<file path="src/rtl/mult_sched_pkg.sv">
// Shared definitions for the multiplier scheduler: FSM encoding,
// operand width, default watchdog limit and a small index helper.
package mult_sched_pkg;

  localparam int DATA_W             = 32;
  localparam int TIMEOUT_CYCLES_DEF = 40;

  typedef enum logic [1:0] {
    IDLE  = 2'd0,
    START = 2'd1,
    BUSY  = 2'd2,
    RESP  = 2'd3
  } state_e;

  // Next requester index after idx, wrapping at n.
  function automatic int next_idx(input int idx, input int n);
    return (idx + 1) % n;
  endfunction

endpackage

</file>
<file path="src/rtl/mult_sched_rr_arbiter.sv">
// Combinational round-robin picker: grants the first set request bit at
// or after ptr, wrapping modulo NUM_REQ. Priority state lives in the caller.
module rr_arbiter #(
  parameter int NUM_REQ = 4,
  parameter int ID_W    = 2
) (
  input  logic [NUM_REQ-1:0] req,
  input  logic [ID_W-1:0]    ptr,
  output logic [NUM_REQ-1:0] gnt,
  output logic [ID_W-1:0]    gnt_idx,
  output logic               any_req
);

  logic            found;
  logic [ID_W-1:0] idx;

  // Walk the requesters starting at ptr and take the first active one.
  always_comb begin
    gnt     = '0;
    gnt_idx = '0;
    any_req = |req;
    found   = 1'b0;
    idx     = '0;
    for (int k = 0; k < NUM_REQ; k++) begin
      idx = ID_W'((int'(ptr) + k) % NUM_REQ);
      if (!found && req[idx]) begin
        gnt[idx] = 1'b1;
        gnt_idx  = idx;
        found    = 1'b1;
      end
    end
  end

endmodule

</file>
<file path="src/rtl/mult_sched.sv">
// Round-robin scheduler sharing one iterative 32x32 multiplier among
// NUM_REQ requesters. One request in flight at a time; the result is
// returned tagged with the owning requester index.
// Optional watchdog: define MULT_SCHED_TIMEOUT_EN to abort a BUSY phase
// after TIMEOUT_CYCLES cycles without a ready and raise timeout_err.
module mult_sched
  import mult_sched_pkg::*;
#(
  parameter int NUM_REQ        = 4,
  parameter int ID_W           = 2,
  parameter int TIMEOUT_CYCLES = TIMEOUT_CYCLES_DEF
) (
  input  logic                      clock,
  input  logic                      reset_n,
  input  logic [NUM_REQ-1:0]        req_valid,
  input  logic [NUM_REQ*DATA_W-1:0] req_opA,
  input  logic [NUM_REQ*DATA_W-1:0] req_opB,
  output logic [NUM_REQ-1:0]        req_ready,
  output logic                      resp_valid,
  input  logic                      resp_ready,
  output logic [ID_W-1:0]           resp_id,
  output logic [DATA_W-1:0]         resp_result,
  output logic                      resp_exception,
`ifdef MULT_SCHED_TIMEOUT_EN
  output logic                      timeout_err,
`endif
  output logic                      busy,
  output logic                      mult_start,
  output logic [DATA_W-1:0]         mult_opA,
  output logic [DATA_W-1:0]         mult_opB,
  input  logic [DATA_W-1:0]         mult_result,
  input  logic                      mult_exception,
  input  logic                      mult_rdy
);

  // Elaboration-time sanity check of the configuration.
  if (NUM_REQ < 2 || NUM_REQ > 8 || ID_W != $clog2(NUM_REQ) || TIMEOUT_CYCLES < 1) begin : g_bad_cfg
    $error("mult_sched: unsupported NUM_REQ/ID_W/TIMEOUT_CYCLES combination");
  end

  state_e              state_q, state_d;
  logic [ID_W-1:0]     ptr_q, ptr_d;
  logic [ID_W-1:0]     gid_q, gid_d;
  logic [DATA_W-1:0]   opa_q, opa_d;
  logic [DATA_W-1:0]   opb_q, opb_d;
  logic                start_q, start_d;
  logic                arm_q, arm_d;     // set after the first BUSY cycle
  logic                rvalid_q, rvalid_d;
  logic [DATA_W-1:0]   rres_q, rres_d;
  logic                rexc_q, rexc_d;

`ifdef MULT_SCHED_TIMEOUT_EN
  localparam int CNT_W = $clog2(TIMEOUT_CYCLES + 1);
  logic [CNT_W-1:0]    cnt_q, cnt_d;
  logic                terr_q, terr_d;
`endif

  logic [NUM_REQ-1:0]  arb_gnt;
  logic [ID_W-1:0]     arb_idx;
  logic                arb_any;
  logic [DATA_W-1:0]   opa_arr [NUM_REQ];
  logic [DATA_W-1:0]   opb_arr [NUM_REQ];

  for (genvar i = 0; i < NUM_REQ; i++) begin : g_unpack
    assign opa_arr[i] = req_opA[i*DATA_W +: DATA_W];
    assign opb_arr[i] = req_opB[i*DATA_W +: DATA_W];
  end

  rr_arbiter #(.NUM_REQ(NUM_REQ), .ID_W(ID_W)) u_arb (
    .req     (req_valid),
    .ptr     (ptr_q),
    .gnt     (arb_gnt),
    .gnt_idx (arb_idx),
    .any_req (arb_any)
  );

  // Grants only in IDLE; masked during reset so every output reads 0 then.
  assign req_ready      = arb_gnt & {NUM_REQ{(state_q == IDLE) && reset_n}};
  assign busy           = (state_q != IDLE);
  assign mult_start     = start_q;
  assign mult_opA       = opa_q;
  assign mult_opB       = opb_q;
  assign resp_valid     = rvalid_q;
  assign resp_id        = gid_q;
  assign resp_result    = rres_q;
  assign resp_exception = rexc_q;
`ifdef MULT_SCHED_TIMEOUT_EN
  assign timeout_err    = terr_q;
`endif

  // Next-state and registered-output computation for the scheduler FSM.
  always_comb begin
    state_d  = state_q;
    ptr_d    = ptr_q;
    gid_d    = gid_q;
    opa_d    = opa_q;
    opb_d    = opb_q;
    start_d  = 1'b0;
    arm_d    = arm_q;
    rvalid_d = rvalid_q;
    rres_d   = rres_q;
    rexc_d   = rexc_q;
`ifdef MULT_SCHED_TIMEOUT_EN
    cnt_d    = cnt_q;
    terr_d   = terr_q;
`endif
    case (state_q)
      IDLE: begin
        if (arb_any) begin
          gid_d   = arb_idx;
          opa_d   = opa_arr[arb_idx];
          opb_d   = opb_arr[arb_idx];
          start_d = 1'b1;
          state_d = START;
        end
      end
      START: begin
        arm_d   = 1'b0;
`ifdef MULT_SCHED_TIMEOUT_EN
        cnt_d   = '0;
`endif
        state_d = BUSY;
      end
      BUSY: begin
        // A ready seen in the first BUSY cycle may be left over from the
        // previous operation, so it is only honoured once armed.
        arm_d = 1'b1;
        if (arm_q && mult_rdy) begin
          rres_d   = mult_result;
          rexc_d   = mult_exception;
          rvalid_d = 1'b1;
          state_d  = RESP;
        end
`ifdef MULT_SCHED_TIMEOUT_EN
        else if (cnt_q == CNT_W'(TIMEOUT_CYCLES - 1)) begin
          rres_d   = '0;
          rexc_d   = 1'b1;
          rvalid_d = 1'b1;
          terr_d   = 1'b1;
          state_d  = RESP;
        end else begin
          cnt_d = cnt_q + CNT_W'(1);
        end
`endif
      end
      RESP: begin
        if (resp_ready) begin
          rvalid_d = 1'b0;
          ptr_d    = ID_W'(next_idx(int'(gid_q), NUM_REQ));
          state_d  = IDLE;
        end
      end
      default: state_d = IDLE;
    endcase
  end

  // FSM state and all registered outputs; reset aborts any operation.
  always_ff @(posedge clock or negedge reset_n) begin
    if (!reset_n) begin
      state_q  <= IDLE;
      ptr_q    <= '0;
      gid_q    <= '0;
      opa_q    <= '0;
      opb_q    <= '0;
      start_q  <= 1'b0;
      arm_q    <= 1'b0;
      rvalid_q <= 1'b0;
      rres_q   <= '0;
      rexc_q   <= 1'b0;
`ifdef MULT_SCHED_TIMEOUT_EN
      cnt_q    <= '0;
      terr_q   <= 1'b0;
`endif
    end else begin
      state_q  <= state_d;
      ptr_q    <= ptr_d;
      gid_q    <= gid_d;
      opa_q    <= opa_d;
      opb_q    <= opb_d;
      start_q  <= start_d;
      arm_q    <= arm_d;
      rvalid_q <= rvalid_d;
      rres_q   <= rres_d;
      rexc_q   <= rexc_d;
`ifdef MULT_SCHED_TIMEOUT_EN
      cnt_q    <= cnt_d;
      terr_q   <= terr_d;
`endif
    end
  end

endmodule
</file>
<file path="config.mk">
export PLATFORM = sky130hd
export DESIGN_NAME = mult_sched
export DESIGN_NICKNAME = d
export VERILOG_FILES = /design/src/rtl/mult_sched_pkg.sv /design/src/rtl/mult_sched_rr_arbiter.sv /design/src/rtl/mult_sched.sv
export SDC_FILE = /design/constraint.sdc
export NUM_CORES = 1
export LEC_CHECK = 0
export ABC_AREA = 1
export CAP_MARGIN = 0
export CORE_AREA = 2 2 158 160
export CTS_BUF_LIST = sky130_fd_sc_hd__clkbuf_16
export DETAILED_ROUTE_END_ITERATION = 7
export DIE_AREA = 0 0 160 162
export PLACE_DENSITY = 0.77
export SLEW_MARGIN = 20
export SYNTH_ARGS = -nofsm -noshare
export SYNTH_HDL_FRONTEND = slang
export SYNTH_SLANG_ARGS = --single-unit
</file>
<file path="constraint.sdc">
create_clock -name clock -period 2.54 [get_ports clock]
set_input_delay 0.508 -clock clock [delete_from_list [all_inputs] [get_ports clock]]
set_output_delay 0.508 -clock clock [all_outputs]
set_load 0.05 [all_outputs]
</file>
==> results of run 1 <==
report_power, final:
group	leakage [nW]	switching [W]	internal, W
combinational	5.46	0.00965	0.00579
clock	0.153	0.000754	0.000714
sequential	1.30	0.000499	0.00255
metal layers:
layer  up-vias  track usage  wire (µm)  part of all wire
li1       4507            -          -                 -
met4         2       0.0844       1030             0.036
met2       411        0.387      14100              0.49
met3        63       0.0483       2030             0.071
met1      4159        0.260      11600              0.40
met5         -            0         10           0.00035
sequential cells by signal (all words and copies together), names as in the netlist:
signal	flops
mult_opA	32
mult_opB	32
resp_result	32
ptr_q	2
resp_id	2
state_q	2
arm_q	1
mult_start	1
resp_exception	1
resp_valid	1
through the flow:
stage	setup TNS (ns)	hold WS (ns)
after floorplan	-0.0585	0.212
after global placement	-5.75	0.374
after detailed placement	-7.31	0.377
after CTS	-0.360	0.485
after global routing	-0.699	0.501
final	-0.301	0.481
worst max-delay path by stage:
stage / start / cells after the start / end
final: ptr_q[0] / 12 / req_ready[2]
after global routing: ptr_q[0] / 13 / req_ready[2]
after CTS: ptr_q[0] / 13 / req_ready[2]
after detailed placement: req_valid[3] / 15 / mult_opA[5]
after global placement: req_valid[3] / 11 / req_ready[0]
after floorplan: ptr_q[0] / 13 / req_ready[2]
cells in the final DEF, fill, tap and decap left out, types with 2 or more instances in the layout:
cell / netlist / layout
a22oi_1: 3 / 2
clkinv_8: 0 / 3
clkinvlp_4: 0 / 4
inv_6: 1 / 3
nand4_1: 3 / 3
buf_6: 18 / 2
o21ai_0: 6 / 6
ha_1: 10 / 9
clkdlybuf4s50_1: 0 / 392
nand3_2: 0 / 5
inv_2: 3 / 6
nand2_2: 6 / 9
a21oi_1: 3 / 3
nand2_1: 413 / 409
dlymetal6s2s_1: 0 / 2
clkbuf_16: 0 / 9
nand2_4: 4 / 5
mux2_2: 34 / 34
inv_8: 0 / 2
inv_1: 268 / 260
dfrtp_1: 106 / 105
dlygate4sd2_1: 0 / 3
buf_12: 0 / 22
a31oi_1: 2 / 2
buf_4: 6 / 42
nor2_1: 6 / 5
nor2_4: 1 / 2
nand3_1: 274 / 269
cells by family after synthesis:
logic type	Yosys count	share of synthesized area
buffers and inverters	345	0.190
xor gates and xnor gates	1	0.00111
muxes	34	0.0485
and+or+nand+nor	713	0.396
DFF	106	0.336
AOI/OAI and AO/OA	16	0.0122
adders and majority gates	10	0.0159
worst reg2reg max path, stage by stage (launching register included):
cell and delay, ns:
dfrtp_2 0.45, inv_6 0.07, ha_4 0.22, inv_2 0.07
nand3_2 0.06, nand2_2 0.08, inv_2 0.06, nor2_8 0.11
buf_4 0.13, buf_4 0.11, buf_4 0.10, nand4_2 0.09
nand2_4 0.13, buf_12 0.24, nand3_1 0.22, nand2_1 0.10
nand2_1 0.06, nand2_1 0.08
final cells by class:
cell class	instances	area, µm²	share of cell area
Timing Repair Buffer	464	4760	0.367
Clock buffer	9	225	0.0173
Multi-Input combinational cell	774	3810	0.294
Inverter	272	1040	0.0803
Tap cell	324	405	0.0312
Sequential cell	106	2650	0.204
Clock inverter	7	88.8	0.00684
repair_timing:
item,CTS,global route
endpoints found under the setup margin,6,27
setup buffers,5,0
hold buffers,1,0
resized for setup,17,9
pin swaps,8,8
endpoints found under the hold margin,12,0
==> qor.yml, run 1 <==
run_status:
  outcome: "complete, but fails checks"
  violations: "setup timing"
clock_network:
  clockBufferDepth: 2
  h-tree-depth: 3
  cts_tree: "built"
  root_buffer: "clkbuf_16"
  cts_sinks: 106
  clk_latency_ns: 0.35
  numCtsBuffers: 9
  path_clk_slew_ns: 0.08
routing:
  num_vias: 9142
  wl_per_cell_um: 14.7
  drc: 0
  drt_iter0_markers: 602
  ant_nets: 0
  viasPerCell: 4.67
  first_pass_iters: 5
  routed_wl_mm: 28.8
synth:
  ys_warn_count: 0
  async_flop_share: 1.00
  synth_area_leaders: "dfrtp_1 34%, nand2_1 20%, nand3_1 17%"
  syn_avg_cell_area_um2: 6.44
  yosysMostFrequentCell: "nand2_1"
  yosys.area.top_type: "dfrtp_1"
  synthTopCellsByCount: "413 x nand2_1, 274 x nand3_1, 268 x inv_1"
  synth_cell_types: 30
  synth.top_cell.area_share: 0.336
  dominantRegCellSynth: "dfrtp_1"
  synth_edf_count: 0
  syn_area_um2: 7890
  syn_nets: 1532
  synth_seq_cells: 106
  synthCells: 1225
  ys_seq_area_frac: 0.336
place:
  hpwl_mm: 22.3
  placedInstanceArea_um2: 12600
  portBuffers: 402
  place_ws_ns: -0.184
  place_congestion: 0.964
  dp_cells: 1934
timing:
  fin_crit_ns: 2.65
  fin_skew_ns: 0.0122
  worstMarginPinSlew_ns: 0.703
  hold_violations: 0
  rsz0062_at_grt: "yes"
  maxSlewViolCount: 0
  slew_headroom: 0.532
  period_share: 1.04
  setup_viol: 4
  timing.fmax_mhz: 378
  setup_ws_ns: -0.106
worst_hold_path:
  min_path_cells: 2
  min_from: "mult_opB[22]"
  min_to: "mult_opB[22]"
  hp-class: "reg -> reg"
pwr:
  vdd_drop_max_mv: 0.772
  leakage_nw: 6.91
  finalPower_w: 0.0200
  powerDensity_nw_per_um2: 1540
floorplan:
  fp.dieW_um: 160
  start_util: 0.327
  die_h_um: 162
  core_area_um2: 24100
  fp.dieArea_um2: 25900
  io_pins: 403
  rows: 57
setup_path:
  r2r_start: "ptr_q[0]"
  max_stage_delay_ns: 0.45
  critPathKind: "reg -> out"
  cp-end-kind: "output port"
  worst-path-max-fanout: 4
  reg2regPathDepth: 17
  worstPathRequired_ns: 2.03
  path_cells: "inv_6, ha_4, inv_2, nand3_2, nand2_2, inv_2, nor2_8, buf_4, nand3_1, a31o_4, clkinvlp_4, buf_12"
  cp-start-kind: "flip-flop"
  critPathTopFamily: "buffers and inverters"
  slowest_stage: "dfrtp_2"
  arrival_ns: 2.14
  crit_path_frequent_cell: "inv_2"
  r2r_end: "mult_opA[5]"
  rrSetupSlack_ns: 0.11
  crit_buf_inv: 6
global_routing:
  antenna_found_initial: 1
  grt.total_usage: 0.219
  grt_max_degree: 55
  overflow: 0
  grt_pass1_wl_mm: 45.9
  grt_pass1_vias: 8842
layout:
  fin_area_um2: 13000
  areaGrowthSynthToFinish_pct: 64.6
  antenna_cells: 0
  final_nets: 1934
  final_util: 0.539
  drive_above_1_share: 0.0962
  finalNonFillerCells: 1956
  num-fill-cells: 2290
flow_run:
  cap_violations: 0
(Power assumes the default switching activity.)
==> run 2, diff against run 1 <==
- CTS_CLUSTER_SIZE: default -> 28
==> results of run 2 <==
Same layout as run 1: the final DEF is identical, and so are final timing and power.
